==> src/rtl/pc_control.sv <==
// rtl/pc_control.sv - rv32i program-counter register and next-PC selector
// Optional hold input enabled by defining PC_CONTROL_STALL_EN.

module pc_control #(
    parameter logic [31:0] RESET_PC = 32'h0000_0000
) (
    input  logic        clk,
    input  logic        rst_n,
`ifdef PC_CONTROL_STALL_EN
    input  logic        stall,
`endif
    input  logic [1:0]  PC_Sel,
    input  logic        branch,
    input  logic [31:0] Imm,
    input  logic [31:0] R_rs1,
    output logic [31:0] PC
);

    typedef enum logic [1:0] {
        SEL_SEQ  = 2'b00,
        SEL_BR   = 2'b01,
        SEL_JAL  = 2'b10,
        SEL_JALR = 2'b11
    } pc_sel_e;

    logic [31:0] pc_q;
    logic [31:0] pc_d;
    logic [31:0] next_pc;
    logic [31:0] pc_plus4;
    logic [31:0] pc_plus_imm;
    logic [31:0] jalr_sum;

    always_comb begin
        pc_plus4    = pc_q + 32'd4;
        pc_plus_imm = pc_q + Imm;
        jalr_sum    = R_rs1 + Imm;
        next_pc     = pc_plus4;
        case (pc_sel_e'(PC_Sel))
            SEL_SEQ:  next_pc = pc_plus4;
            SEL_BR:   next_pc = branch ? pc_plus_imm : pc_plus4;
            SEL_JAL:  next_pc = pc_plus_imm;
            // Only JALR forces halfword alignment; other targets load unchecked.
            SEL_JALR: next_pc = {jalr_sum[31:1], 1'b0};
            default:  next_pc = pc_plus4;
        endcase
    end

    always_comb begin
        pc_d = next_pc;
`ifdef PC_CONTROL_STALL_EN
        if (stall) begin
            pc_d = pc_q;
        end
`endif
    end

    always_ff @(posedge clk or negedge rst_n) begin
        if (!rst_n) begin
            pc_q <= RESET_PC;
        end else begin
            pc_q <= pc_d;
        end
    end

    assign PC = pc_q;

endmodule

==> config.mk <==
export PLATFORM = sky130hd
export DESIGN_NAME = pc_control
export DESIGN_NICKNAME = d
export VERILOG_FILES = /design/src/rtl/pc_control.sv
export SDC_FILE = /design/constraint.sdc
export NUM_CORES = 1
export LEC_CHECK = 0
export BUFFER_PORTS_ARGS = -buffer_cell sky130_fd_sc_hd__buf_4
export CAP_MARGIN = 20
export CORE_AREA = 2 2 93 95
export CTS_CLUSTER_DIAMETER = 30
export DETAILED_ROUTE_END_ITERATION = 16
export DIE_AREA = 0 0 95 97
export PLACE_DENSITY_LB_ADDON = 0.15
export SKIP_LAST_GASP = 1
export SLEW_MARGIN = 20
export SYNTH_ARGS = -nofsm -noshare
export SYNTH_HDL_FRONTEND = slang
export SYNTH_SLANG_ARGS = --single-unit
==> constraint.sdc <==
create_clock -name clk -period 7.3 [get_ports clk]
set_clock_uncertainty 0.2 [all_clocks]
set_input_delay 1.46 -clock clk [delete_from_list [all_inputs] [get_ports clk]]
set_output_delay 1.46 -clock clk [all_outputs]
set_load 0.03 [all_outputs]
=== Yosys cells after proc, flatten, opt, wreduce, memory -nomap -nowiden ===
Index checks and enable logic that the tools add are counted.

* Mux-type cells: 2
* Add/subtract/negate cells: 3
* Equal/unequal tests: 3
* Reduce and logical (&&, ||, !) cells: 1

{| class="wikitable"
|+ Operators by type and width
! operator !! count
|-
| $pmux W32 S4 || 1
|-
| $add A32 B32 Y32 || 2
|-
| $add A32 B3 Y32 const B || 1
|-
| $mux W32 || 1
|-
| $eq A2 B2 Y1 const B || 2
|-
| $eq A2 B1 Y1 const B || 1
|-
| $logic_not A2 Y1 || 1
|}

* Input bits: 69
* Logic and storage cells: 10
* Bits in registers: 32

=== Logic depth before layout (Yosys ltp) ===
* Depth in word-level cells: 3
* Depth in mapped cells: 12

=== Worst setup path after synthesis ===
OpenSTA, ideal clock, no wires.

* Path type: input-to-reg
* Start point: input port Imm[0]
* End point: register pc_q[30], in the netlist PC[30]
* Cell stages on the path: 11
* Setup time: 0.131 ns
* Arrival: 3.645 ns
* Required time: 6.969 ns
* Setup slack: 3.325 ns
* Cells stage by stage: and2_1 > fa_1 > a211oi_1 > o21ai_1 > o211ai_1 > nand4_1 > nand2_1 > o211ai_1 > a2111oi_0 > or4_1 > nand3_1

* Word-level cells in the longest chain between the ends: 3

{| class="wikitable"
|+ Ends and longest elaborated chain
! element !! line !! RTL
|-
| start, declared || 14 || <nowiki>input logic [31:0] Imm,</nowiki>
|-
| $add A32 B32 Y32 || 35 || <nowiki>pc_plus_imm = pc_q + Imm;</nowiki>
|-
| $mux W32 || 40 || <nowiki>SEL_BR: next_pc = branch ? pc_plus_imm : pc_plus4;</nowiki>
|-
| $pmux W32 S4 * || 38 || <nowiki>case (pc_sel_e'(PC_Sel))</nowiki>
|-
| named net next_pc[30] || 28 || <nowiki>logic [31:0] next_pc;</nowiki>
|-
| end signal, assigned || 61 || <nowiki>pc_q <= pc_d;</nowiki>
|-
| end, declared || 26 || <nowiki>logic [31:0] pc_q;</nowiki>
|}

The timed path passes the listed nets; every way through them passes the cells marked *.

=== Worst setup path after layout ===
Ends and elaborated chain as after synthesis.

==> impl_metrics.py <==
metrics = {
    "clock_network": {
        "cts.hold.buffers_added": 0,
        "htree_levels": 2,
        "clk_root_buffer_cell": "clkbuf_8",
        "clk_path_buf_depth": 2,
        "cts_tree": "yes",
        "post_cts_buffers": 0,
        "clkSinkCount": 32,
        "ctsResizeCount": 0,
        "clk_latency_ns": 0.30,
        "cts_made_buffers": 5,
        "clk_pin_slew_ns": 0.08,
    },
    "setup_path": {
        "crit_path_start_kind": "primary input",
        "crit_type": "primary input to flip-flop",
        "reg2reg_depth": 8,
        "cpMostUsedCell": "o211ai_1",
        "worstPathCellList": "buf_4 > and2_1 > fa_1 > a211oi_1 > o21ai_1 > o211ai_1 > nand4_1 > nand2_1 > o211ai_1 > a2111oi_0 > or4_1 > nand3_1",
        "r2r_end": "PC[31]",
        "arrival_ns": 4.38,
        "reg2reg_from": "PC[6]",
        "regToRegSetupSlack_ns": 3.97,
        "crit_fanout": 4,
        "crit_slowest_cell": "a2111oi_0",
        "crit_required_ns": 7.28,
        "endpoint_kind": "flip-flop",
        "max_stage_delay_ns": 0.55,
        "path_delay_family": "compound AO/OA/AOI/OAI gates",
        "critPathBufInv": 1,
    },
    "detailed_routing": {
        "wl_met2_mm": 7.77,
        "final_antenna_net_count": 0,
        "wl_per_cell_um": 19.2,
        "wl_met3_mm": 1.28,
        "drc": 0,
        "vias": 5500,
        "routed_wl_mm": 16.0,
        "dr.max_layer_used": "met4",
        "drt_pass1_iterations": 11,
        "viasPerCell": 6.59,
        "m1WireLength_mm": 6.57,
        "drtIter0Drc": 347,
    },
    "floorplanning": {
        "core_um2": 8130,
        "die_x_um": 95,
        "pin_count": 101,
        "rows": 33,
        "die_area_um2": 9220,
        "die_h_um": 97,
        "initial_core_util_pct": 61.7,
    },
    "placed_design": {
        "pre_cts_slack_ns": 2.70,
        "placed_area_um2": 5820,
        "dp_hpwl_mm": 12.4,
        "gp_congestion": 0.951,
        "portBuffers": 100,
    },
    "synthesis": {
        "synth-edff-count": 0,
        "yosysTopAreaCellShare_pct": 16.0,
        "avgSynthCellArea_um2": 7.79,
        "synthCells": 644,
        "netlist-cell-type-count": 61,
        "ys_top_cells_by_count": "a21oi_1 (64), ha_1 (62), o21ai_0 (50)",
        "synth_area_um2": 5010,
        "ys_warn_count": 0,
        "yosysMostFrequentCell": "a21oi_1",
        "synth_top_area_cell": "dfrtp_1",
        "ys_top_cells_by_area": "dfrtp_1 (16%), ha_1 (15%), xnor2_1 (8.2%), a21oi_1 (6.4%), xor2_1 (5.4%)",
        "synth_async_sr_flop_share_pct": 100,
        "syn_nets": 777,
        "ys_ff_latch": 32,
        "ys_seq_area_share_pct": 16.0,
        "ys_dominant_reg_cell": "dfrtp_1",
    },
    "cells_and_area": {
        "largest_reg_flops": 32,
        "nets": 862,
        "drive_gt1_share_pct": 16.8,
        "nFillCells": 660,
        "fin_area_um2": 5910,
        "utilization_pct": 72.7,
        "antenna_cells": 0,
        "area_growth_pct": 17.9,
    },
    "global_routing": {
        "grt_pass1_wl_mm": 25.7,
        "grt_pass1_vias": 5342,
        "overflow": 0,
        "antenna_found_initial": 0,
        "grt_max_degree": 33,
        "grt_usage_pct": 34.8,
    },
    "timing": {
        "post-route-min-period_ns": 4.40,
        "max_slew_margin_pct": 32.9,
        "setup_violations": 0,
        "hold_viol": 0,
        "period_share_pct": 60.2,
        "max_clock_freq_mhz": 227,
        "fin_ws_ns": 2.90,
        "rsz0062_at_grt": "false",
        "tightest_slew_ns": 1.00,
        "slew_violations": 0,
        "setup_tns_ns": 0,
    },
    "hold_path": {
        "hold_path_depth": 2,
        "hp-class": "flip-flop to flip-flop",
        "whs_endpoint": "PC[0]",
        "min-delay-start": "PC[0]",
    },
    "run_status": {
        "outcome": "completed",
    },
    "pwr": {
        "power.leakage_nw": 2.75,
        "ir_drop_uv": 227,
        "p_total_mw": 2.17,
        "pwr_density_cell_nw_per_um2": 367,
    },
    "flow_run": {
        "maxCapViolations": 0,
    },
}
cell families after synthesis:
logic type | synth area share (%)
xor gates and xnor gates | 13.6
AOI/OAI and AO/OA | 31.7
adders and majority gates | 16.3
DFF | 16.0
muxes | 0.399
and+or+nand+nor | 18.7
buffers and inverters | 3.37
tightest hold or removal path, delay by kind of cell (launching register included):
family,cells,cell delay (ns)
simple gates,2,0.12
flops,1,0.38
through the flow:
step	std cells	hold slack, ns
floorplan	644	0.459
global placement	827	0.304
detailed placement	827	0.327
CTS	835	0.344
global route	835	0.370
finish	835	0.331
how the worst max path moves through the flow:
stage | from | cells past startpoint | endpoint | slack (ns)
2_1_floorplan | Imm[0] | 11 | PC[30] | 3.32
3_3_place_gp | Imm[0] | 12 | PC[30] | 2.76
3_5_place_dp | Imm[0] | 12 | PC[30] | 2.70
4_1_cts | Imm[0] | 12 | PC[30] | 2.99
5_1_grt | Imm[0] | 12 | PC[30] | 2.77
6_report | Imm[0] | 12 | PC[30] | 2.90
cells in the final DEF, fill, tap and decap left out, types with 8 or more instances in the layout:
cell type,synthesis,final
a21o_1,34,34
xor2_1,31,31
nor2_1,29,28
o221ai_1,9,9
a22oi_1,14,14
ha_1,62,62
inv_1,18,18
nand2_1,47,47
xnor2_1,47,47
o21ai_0,50,50
buf_4,1,103
dfrtp_1,32,32
nand3_1,30,30
a31oi_1,11,11
nand2b_1,10,10
a21oi_1,64,64
and3_1,10,10
nor3_1,9,9
nand4_1,16,16
a211oi_1,8,8
routing by layer:
layer / track usage (%) / vias up
met2: 58.4 / 289
met3: 5.06 / 42
met4: 12.7 / 0
met5: 0 / -
met1: 44.8 / 2554
li1: - / 2615
power by group:
part | switching (mW) | internal, mW | total (mW)
Sequential | 0.147 | 0.266 | 0.413
Combinational | 0.929 | 0.670 | 1.60
Clock | 0.0802 | 0.0755 | 0.156
cell type report:
| type | count | area (um^2) | share of cell area, % |
|---|---|---|---|
| inverters | 18 | 67.6 | 1.14 |
| repair buffers | 103 | 773 | 13.1 |
| multi-input cells | 569 | 4050 | 68.5 |
| well taps | 105 | 131 | 2.22 |
| clock buffers | 6 | 82.6 | 1.40 |
| clock inverters | 2 | 10.0 | 0.169 |
| flip-flops and latches | 32 | 801 | 13.5 |
Power figures use the tool's default switching activity.
